$ cat config.mk
export PLATFORM = sky130hd
export DESIGN_NAME = counter_ctrl
export DESIGN_NICKNAME = d
export VERILOG_FILES = /design/src/rtl/counter_ctrl_pkg.sv /design/src/rtl/rise_edge.sv /design/src/rtl/counter_ctrl.sv
export SDC_FILE = /design/constraint.sdc
export NUM_CORES = 1
export LEC_CHECK = 0
export CAP_MARGIN = 10
export CORE_ASPECT_RATIO = 1.25
export CORE_MARGIN = 2
export CORE_UTILIZATION = 35
export DETAILED_ROUTE_END_ITERATION = 10
export PLACE_DENSITY = 0.65
export RECOVER_POWER = 100
export SLEW_MARGIN = 20
export SYNTH_ARGS = -nofsm -noshare
export SYNTH_HDL_FRONTEND = slang
export SYNTH_SLANG_ARGS = --single-unit
export TNS_END_PERCENT = 50
$ cat constraint.sdc
create_clock -name clk -period 1.95 [get_ports clk]
set_input_delay 0.195 -clock clk [delete_from_list [all_inputs] [get_ports clk]]
set_output_delay 0.195 -clock clk [all_outputs]
set_load 0.01 [all_outputs]
$ cat src/rtl/counter_ctrl_pkg.sv
`default_nettype none
// ============================================================================
// Module      : counter_ctrl_pkg
// Description : Shared types and constants for the counter mode controller:
//               FSM state encoding and counter direction values.
// Revision    : 1.0 - initial release
// ============================================================================
package counter_ctrl_pkg;

    // Encodings are visible on the state LEDs, so they are fixed explicitly
    typedef enum logic [1:0] {
        S_IDLE  = 2'b00,
        S_LOAD  = 2'b01,
        S_RUN   = 2'b10,
        S_PAUSE = 2'b11
    } state_t;

    localparam logic DIR_UP   = 1'b1;
    localparam logic DIR_DOWN = 1'b0;

endpackage
`default_nettype wire

$ cat src/rtl/rise_edge.sv
`default_nettype none
// ============================================================================
// Module      : rise_edge
// Description : 1-bit rising-edge detector. History resets to 1 so a level
//               already high when reset releases never produces an edge.
// Revision    : 1.0 - initial release
// ============================================================================
module rise_edge (
    input  logic clk,
    input  logic rst,
    input  logic din,
    output logic rise
);

    logic hist_q;
    logic hist_d;

    // Next history is simply the current level
    always_comb begin
        hist_d = din;
    end

    // History register, forced high in reset to suppress a held-button edge
    always_ff @(posedge clk) begin
        if (rst) begin
            hist_q <= 1'b1;
        end else begin
            hist_q <= hist_d;
        end
    end

    assign rise = din & ~hist_q;

endmodule
`default_nettype wire

$ cat src/rtl/counter_ctrl.sv
`default_nettype none
// ============================================================================
// Module      : counter_ctrl
// Description : Mode controller for the up/down loadable display counter.
//               Turns debounced run/dir/load buttons and the divider tick
//               into registered enable, direction and load strobes, with
//               run/pause, reload and limit handling.
//               Build option COUNTER_CTRL_BOUNCE_EN: when defined the count
//               bounces off 0 and MAX_VAL; when undefined it wraps modulo
//               MAX_VAL+1 using a load strobe at the limit.
// Revision    : 1.0 - initial release
// ============================================================================
module counter_ctrl
    import counter_ctrl_pkg::*;
#(
    parameter int WIDTH   = 4,
    parameter int MAX_VAL = 9
) (
    input  logic             clk,
    input  logic             rst,
    input  logic             tick,
    input  logic             btn_run,
    input  logic             btn_dir,
    input  logic             btn_load,
    input  logic [WIDTH-1:0] data_in,
    input  logic [WIDTH-1:0] count,
    output logic             cnt_en,
    output logic             up_down,
    output logic             load,
    output logic [WIDTH-1:0] load_val,
    output logic [1:0]       state
);

    localparam logic [WIDTH-1:0] MAX_W = WIDTH'(MAX_VAL);

    logic             run_edge;
    logic             dir_edge;
    logic             load_edge;

    state_t           state_q,    state_d;
    logic             dir_q,      dir_d;
    logic             cnt_en_q,   cnt_en_d;
    logic             load_q,     load_d;
    logic             up_down_q,  up_down_d;
    logic [WIDTH-1:0] load_val_q, load_val_d;

    logic             at_limit;
    logic             dir_eff;

    rise_edge u_edge_run (
        .clk  (clk),
        .rst  (rst),
        .din  (btn_run),
        .rise (run_edge)
    );

    rise_edge u_edge_dir (
        .clk  (clk),
        .rst  (rst),
        .din  (btn_dir),
        .rise (dir_edge)
    );

    rise_edge u_edge_load (
        .clk  (clk),
        .rst  (rst),
        .din  (btn_load),
        .rise (load_edge)
    );

    // Limit detection and the direction the next step will actually take
    always_comb begin
        at_limit = ((dir_q == DIR_UP)   && (count == MAX_W)) ||
                   ((dir_q == DIR_DOWN) && (count == '0));
`ifdef COUNTER_CTRL_BOUNCE_EN
        dir_eff  = at_limit ? ~dir_q : dir_q;
`else
        dir_eff  = dir_q;
`endif
    end

    // Next-state and output strobe logic; strobes default low for one-cycle pulses
    always_comb begin
        state_d    = state_q;
        dir_d      = dir_q;
        cnt_en_d   = 1'b0;
        load_d     = 1'b0;
        up_down_d  = up_down_q;
        load_val_d = load_val_q;

        // Direction presses are dropped only during the single load cycle
        if (state_q != S_LOAD) begin
            dir_d = dir_q ^ dir_edge;
        end

        case (state_q)
            S_IDLE, S_PAUSE: begin
                // Load has priority; a simultaneous run press is discarded
                if (load_edge) begin
                    state_d    = S_LOAD;
                    load_d     = 1'b1;
                    load_val_d = (data_in > MAX_W) ? MAX_W : data_in;
                end else if (run_edge) begin
                    state_d = S_RUN;
                end
            end

            S_LOAD: begin
                state_d = S_IDLE;
            end

            S_RUN: begin
                if (run_edge) begin
                    state_d = S_PAUSE;
                end
                if (tick) begin
                    up_down_d = dir_eff;
`ifdef COUNTER_CTRL_BOUNCE_EN
                    // Reversal at a limit and a same-cycle press combine by XOR
                    cnt_en_d  = 1'b1;
                    dir_d     = dir_eff ^ dir_edge;
`else
                    // Wrap is done with a load so the counter never leaves range
                    if (at_limit) begin
                        load_d     = 1'b1;
                        load_val_d = (dir_q == DIR_UP) ? '0 : MAX_W;
                    end else begin
                        cnt_en_d = 1'b1;
                    end
`endif
                end
            end

            default: begin
                state_d = S_IDLE;
            end
        endcase
    end

    // State and output registers
    always_ff @(posedge clk) begin
        if (rst) begin
            state_q    <= S_IDLE;
            dir_q      <= DIR_UP;
            cnt_en_q   <= 1'b0;
            load_q     <= 1'b0;
            up_down_q  <= DIR_UP;
            load_val_q <= '0;
        end else begin
            state_q    <= state_d;
            dir_q      <= dir_d;
            cnt_en_q   <= cnt_en_d;
            load_q     <= load_d;
            up_down_q  <= up_down_d;
            load_val_q <= load_val_d;
        end
    end

    assign cnt_en   = cnt_en_q;
    assign up_down  = up_down_q;
    assign load     = load_q;
    assign load_val = load_val_q;
    assign state    = state_q;

endmodule
`default_nettype wire

### Word level (Yosys, flattened, before mapping)

Index checks and enable logic that the tools add are counted.

* bits in registers: 13
* bits of input ports: 14
* output and inout bits: 9
* word-level logic and storage cells: 56

* magnitude comparators: 1
* equality and inequality tests: 10
* mux-type cells: 15
* bitwise logic cells: 10
* reductions and logical operators: 11

Operators by type and width (count)
* $mux 4: 5
* $ne 2x2->1 const B: 4
* $pmux 4 s2: 1
* $mux 2: 3
* $not 1->1: 6
* $pmux 2 s3: 1
* $eq 2x2->1 const B: 2
* $eq 4x4->1 const B: 1
* $gt 4x4->1 const B: 1
* $logic_not 4->1: 1
* $mux 1: 4
* $reduce_and 2->1: 2
* $reduce_and 4->1: 1
* $and 1x1->1: 3
* $ne 3x3->1 const B: 1
* $reduce_or 3->1: 1
* $eq 2x1->1 const B: 1
* $logic_and 1x1->1: 2
* $logic_not 2->1: 1
* $ne 2x1->1 const B: 1
* $pmux 1 s2: 1
* $reduce_bool 2->1: 1
* $reduce_or 2->1: 1
* $logic_or 1x1->1: 1
* $xor 1x1->1: 1

### Longest topological paths before layout

Gate-level depths: netlist of run 1.

* depth after elaboration: 6
* depth in mapped cells: 7
* mapped depth without buffers: 6

### Hierarchy

A second synthesis of run 1 with hierarchy kept.

* cell total of the unflattened synthesis: 67
* area total of the unflattened synthesis: 635.6 sq um

Modules (own cells, without submodules)
* counter_ctrl: times used 1, cells an instance 58, area an instance 538.0 sq um, sequential area each 200.2 sq um
* rise_edge: times used 3, cells an instance 3, area an instance 32.5 sq um, sequential area each 20.0 sq um

### Worst setup path before layout of run 1

OpenSTA, ideal clock, no wires.

* kind: reg-to-reg
* start: reg state_q[0], in the netlist state[0]
* end: reg load_val_q[3], in the netlist load_val[3]
* library setup time: 71 ps
* arrival time: 1616 ps
* data required time: 1879 ps
* slack: 264 ps
* stages on the path, launching flop included: 7
* path buffers: 0
* clock period less this slack: 1686 ps
* cell sequence: dfxtp_1 > inv_1 > ha_1 > nand2b_1 > o2bb2ai_1 > or3_1 > a21oi_1

* word-level cells in the longest chain between the ends: 4
* elaborated cells on any way between the ends: 10
* those cells by class: 5 x eq/ne; 1 x mux; 4 x reduce/logical

Ends and longest elaborated chain
* start: declaration: line counter_ctrl.sv:40 `state_t state_q, state_d;`
* start signal: assignment: line counter_ctrl.sv:150 `state_q <= state_d;`
* $eq 2x2->1 / $logic_not 2->1 (equally long branches): line counter_ctrl.sv:96 `case (state_q)`
* $reduce_or 2->1: line counter_ctrl.sv:96
* $ne 2x2->1 (no line) / $reduce_bool 2->1 (equally long branches)
* $reduce_and 4->1 (no line)
* end signal: assignment: line counter_ctrl.sv:155 `load_val_q <= load_val_d;`
* end: declaration: line counter_ctrl.sv:45 `logic [WIDTH-1:0] load_val_q, load_val_d;`

Parallel ways exist; a longest one is shown, timed or not.
A chain may end at the register's enable or synchronous reset.

### Worst setup path after layout of run 1

Ends and elaborated chain as after synthesis.

==> metrics.cfg, run 1 <==
[outcome]
status=finished clean

[logic_synthesis]
synth_cells=72
netlist_area_um2=629
ys_seq_area_share_pct=41.4
synth_cell_types=28
synth_top_flop_cell=dfxtp_1
ys_seq_elements=13
syn_nets=89
yosys_warnings=0
async_reset_ff_share_pct=0
synth_edf_count=0
post_synth.cell_area_avg_um2=8.74

[die]
core.rowCount=17
io-pin-count=23
dieArea_um2=2160
die_w_um=41.9
core-area_um2=1720
die_h_um=51.4
initial_core_util_pct=36.5

[worst_setup_path]
required_ns=2.16
critPathKind=register to register
path_max_fanout=5
slowest_stage=dfxtp_1
cp_cell_sequence=inv_1, ha_1, nand2b_1, o2bb2ai_1, or3_1, a21oi_1
arrival_ns=1.99
worstSetupStartpointType=register
setup.worst_path.end_class=register
cpPeakStageDelay_ns=0.39

[power]
p_total_w=0.000547
power.density_nw_per_um2=618
leakagePower_nw=0.365
peakVddDrop_mv=0.323

[clock_tree]
clk_path_buf_depth=2
tritoncts=built
htreeDepth=1
path_clk_slew_ns=0.08
postCtsSetupBuffers=0
clockRootBuffer=clkbuf_4
hold_buffers=0
clk_latency_ns=0.28
post_cts_resized=0
cts_sinks=13
cts_buffers=3

[final_layout]
drive_gt1_share_pct=8.25
nNetsFinal=115
num-fill-cells=161
syn_to_final_growth_pct=40.6
antenna_cells=0

[grt]
grt_max_degree=15
grt_pass1_wl_um=2460
antenna_found_initial=0
grt_pass1_vias=565
grtUsageTotal_pct=15.1
overflow=0

[sta]
finClkSkew_ns=0.00886
min_period_ns=1.78
setup_viol=0
drv_slew=0
min_period_over_period_pct=91.3
slew_headroom_pct=67.9
tightestPinTransition_ns=0.480
hold_viol_final=0
fmax_mhz=562
rsz0062_at_grt=false
fin_setup_tns_ns=0

[detailed_routing]
avgViaCountPerCell=5.02
first_pass_iters=4
antenna_left=0
routed_wl_um=1390
vias=582
drc=0
drtIter0Drc=5
wl_per_cell_um=12.0

[placed_design]
portBuffers=22
dp_hpwl_um=1090
routabilityCongestion=0.763

[flow_run]
drv_cap=0

[hold_path]
hold_class=register to register

==> state kept, by name, indices dropped and copies added (netlist names) <==
| name | cells |
|---|---|
| dir_eff | 1 |
| u_edge_run.hist_q | 1 |
| state | 2 |
| cnt_en | 1 |
| up_down | 1 |
| u_edge_dir.hist_q | 1 |
| load_val | 4 |
| u_edge_load.hist_q | 1 |
| load | 1 |
==> metal layers <==
metal | vias to the layer above | track usage [%] | share of wire, %
met5 | - | 0 | 0
met3 | 4 | 3.53 | 6.5
met4 | 0 | 8.06 | 1.2
met2 | 20 | 25.5 | 46
met1 | 259 | 17.6 | 46
li1 | 299 | - | -
==> power breakdown <==
group | total (W) | leakage [nW] | internal (W) | switching, W
clock | 0.000166 | 0.0150 | 0.0000793 | 0.0000867
combinational | 0.0000986 | 0.243 | 0.0000553 | 0.0000433
sequential | 0.000282 | 0.106 | 0.000277 | 0.00000570
==> cells in the final DEF (no fill, tap or decap), types with 3 or more instances in the layout <==
cell / instances
inv_1: 5
or2_2: 3
nor2_1: 6
dfxtp_1: 13
ha_1: 3
clkdlybuf4s50_1: 12
nand2b_1: 4
o21ai_0: 4
a21oi_1: 6
dlygate4sd3_1: 10
clkbuf_4: 3
nand2_1: 5
==> metrics by stage <==
stage	std cells	setup slack, ns	utilization, %	instance area (um2)	hold slack (ns)
final	116	0.170	51.3	885	0.465
after global placement	112	0.141	50.6	872	0.453
after detailed placement	112	0.152	50.6	872	0.459
after floorplan	72	0.264	-	629	0.296
after global routing	116	0.0464	51.3	885	0.503
after CTS	116	0.160	52.1	898	0.477
==> synth_stat cells, types with 2 or more instances <==
cell type  instances  area [um2]
nor3_1             2        10.0
nand3_1            2        10.0
mux2i_1            2        20.0
inv_1              5        18.8
a21oi_1            6        30.0
nand4_1            2        12.5
dfxtp_1           13         260
nand2_1            5        18.8
o21ai_0            4        20.0
nor2_1             6        22.5
ha_1               3        37.5
nand2b_1           4        25.0
or2_2              3        18.8
==> final timing paths <==
kind	startpoint	end	slack, ns	cells after the start
hold / removal	up_down	up_down	0.47	1
setup / recovery	state[0]	load_val[3]	0.17	6
setup reg to reg	state[0]	load_val[3]	0.17	6
hold reg to reg	up_down	up_down	0.47	1
==> kinds of logic after synthesis <==
family | count (synthesis) | synth area share (%)
buf+inv | 7 | 4.37
xor+xnor | 1 | 1.39
simple gates | 30 | 26.6
mux | 2 | 3.18
fa+ha+maj | 3 | 5.96
flops | 13 | 41.4
compound gates | 16 | 17.1
==> worst max-delay path: cells and delay by family, from the launching register on <==
family | cells | cell delay, ns
and+or+nand+nor | 2 | 0.58
buffers and inverters | 1 | 0.08
adders and majority gates | 1 | 0.34
AOI/OAI and AO/OA | 2 | 0.32
DFF | 1 | 0.39
==> area by class of cell <==
class	count	area [um2]	share of cell area (%)
Inverter	5	18.8	2.12
Clock buffer	4	26.3	2.97
Multi-Input combinational cell	52	332	37.5
Timing Repair Buffer	23	224	25.3
Sequential cell	13	260	29.4
Tap cell	19	23.8	2.69
(Power assumes the default switching activity.)
==> run 2, diff against run 1 <==
Settings changed: CELL_PAD_IN_SITES_DETAIL_PLACEMENT set to 0, CELL_PAD_IN_SITES_GLOBAL_PLACEMENT set to 2, CORE_UTILIZATION 35 to 24, PLACE_DENSITY 0.65 to not set, PLACE_DENSITY_LB_ADDON set to 0.1.
==> run 2 against run 1 <==
  * Clock power barely moved
  * Combinational power about the same
  * Sequential cell count unchanged
  * Cell count grew 13%
  * Sequential share of layout area decreased by 0.81 points
  * Wire length is 14% higher
  * Via count rose by 2.7%
  * Maximum frequency is 0.42% higher
  * Worst hold slack worse by 0.00078 ns
  * Critical path type unchanged
  * Largest power group unchanged
==> metrics.cfg, run 2 (synthesis gave the netlist of run 1 again) <==
[die]
core.rowCount=20
die_h_um=61.3
die_w_um=49.8
core-area_um2=2450
io-pin-count=23
initial_core_util_pct=25.7
dieArea_um2=3050

[worst_setup_path]
crit_family=simple AND/OR/NAND/NOR gates
ff2ff_setup_slack_ns=0.18
arrival_ns=1.98
critPathKind=register to register
required_ns=2.16
setup.worst_path.end_class=register
path_buf_inv=1
worstSetupStartpointType=register
slowest_stage=dfxtp_1
cp_cell_sequence=inv_1, ha_1, nand2b_1, o2bb2ai_1, or3_1, a21oi_1
cpPeakStageDelay_ns=0.38
path_max_fanout=5

[sta]
min_period_over_period_pct=90.9
tightestPinTransition_ns=0.531
hold_viol_final=0
fmax_mhz=564
fin_setup_tns_ns=0
setup_viol=0
worst_slack_ns=0.178
finClkSkew_ns=0.00113
slew_headroom_pct=64.5
min_period_ns=1.77
drv_slew=0
rsz0062_at_grt=false

[flow_run]
drv_cap=0

[final_layout]
syn_to_final_growth_pct=44.5
largest_register_ffs=4
layout_common_cells=13 x dfxtp_1, 12 x clkdlybuf4s50_1, 10 x dlygate4sd3_1
drive_gt1_share_pct=9.18
nNetsFinal=116
fin_cells=131
post-route-util_pct=37.1
layout_commonest_cell=dfxtp_1
antenna_cells=0

[clock_tree]
clk_path_buf_depth=2
cts_sinks=13
cts_buffers=3
path_clk_slew_ns=0.08
tritoncts=built
postCtsSetupBuffers=0
clk_latency_ns=0.27
htreeDepth=1
post_cts_resized=0
clockRootBuffer=clkbuf_4
hold_buffers=0

[detailed_routing]
first_pass_iters=4
avgViaCountPerCell=4.56
drtIter0Drc=21
wl_per_cell_um=12.1
vias=598
met2_length_um=765
wl_met1_um=706
routed_wl_um=1580
antenna_left=0
wl_met3_um=91
drc=0
top_layer_used=met4

[power]
p_sw_share_pct=25.0
leakagePower_nw=0.370
power_frac_seq_pct=51.4
clock_power_share_pct=30.3
power.internal_w=0.000412
power.density_nw_per_um2=604
pwr-share-comb_pct=18.4
power.switching_w=0.000137
peakVddDrop_mv=0.228

[grt]
grt_pass1_wl_um=2740
overflow=0
grt_max_degree=15
antenna_found_initial=0
grtUsageTotal_pct=12.2
grt_pass1_vias=595

[hold_path]
hold_class=register to register

[outcome]
status=finished clean

[placed_design]
routabilityCongestion=0.733
portBuffers=22
dp_hpwl_um=1240
post-place-ws_ns=0.109
placed_cells=127

run 2: cell types whose count changed in the layout (fill, tap and decap cells not counted), sizes merged:
cell / before / now
buf: 0 / 1
run 2: area by class of cell:
type | instances | area [um2]
Timing Repair Buffer | 24 | 231
Tap cell | 33 | 41.3
Inverter | 5 | 18.8
Sequential cell | 13 | 260
Fill cell | 288 | 1540
Clock buffer | 4 | 26.3
Multi-Input combinational cell | 52 | 332
run 2: worst paths after layout:
kind	from	cells after the start	to
max	state[0]	6	load_val[3]
min reg2reg	up_down	1	up_down
max reg2reg	state[0]	6	load_val[3]
min	up_down	1	up_down
run 2: metrics by stage:
| step | instance area (um2) | hold WS (ns) | total power (W) |
|---|---|---|---|
| floorplan | 629 | 0.296 | 0.000338 |
| detailed placement | 897 | 0.462 | 0.000396 |
| global route | 910 | 0.501 | 0.000585 |
| finish | 910 | 0.465 | 0.000549 |
| global placement | 897 | 0.448 | 0.000396 |
| CTS | 923 | 0.478 | 0.000565 |
run 2: routing by layer:
layer  global-route usage [%]  vias up
met5                        0        -
met4                     7.14        0
met1                     13.7      266
met3                     3.40        2
met2                     21.1       26
li1                         -      304
run 2: power groups by stage:
| stage | Clock, W | Combinational (W) | Sequential (W) |
|---|---|---|---|
| detailed placement | 0 | 0.000106 | 0.000289 |
| finish | 0.000166 | 0.000101 | 0.000282 |
| global route | 0.000188 | 0.000113 | 0.000284 |
| floorplan | 0 | 0.0000467 | 0.000292 |
| CTS | 0.000175 | 0.000107 | 0.000283 |
| global placement | 0 | 0.000107 | 0.000289 |
run 2: worst reg2reg max path: stages (launching register included):
cell	delay, ns
dfxtp_1	0.38
inv_1	0.08
ha_1	0.34
nand2b_1	0.19
o2bb2ai_1	0.20
or3_1	0.38
a21oi_1	0.13
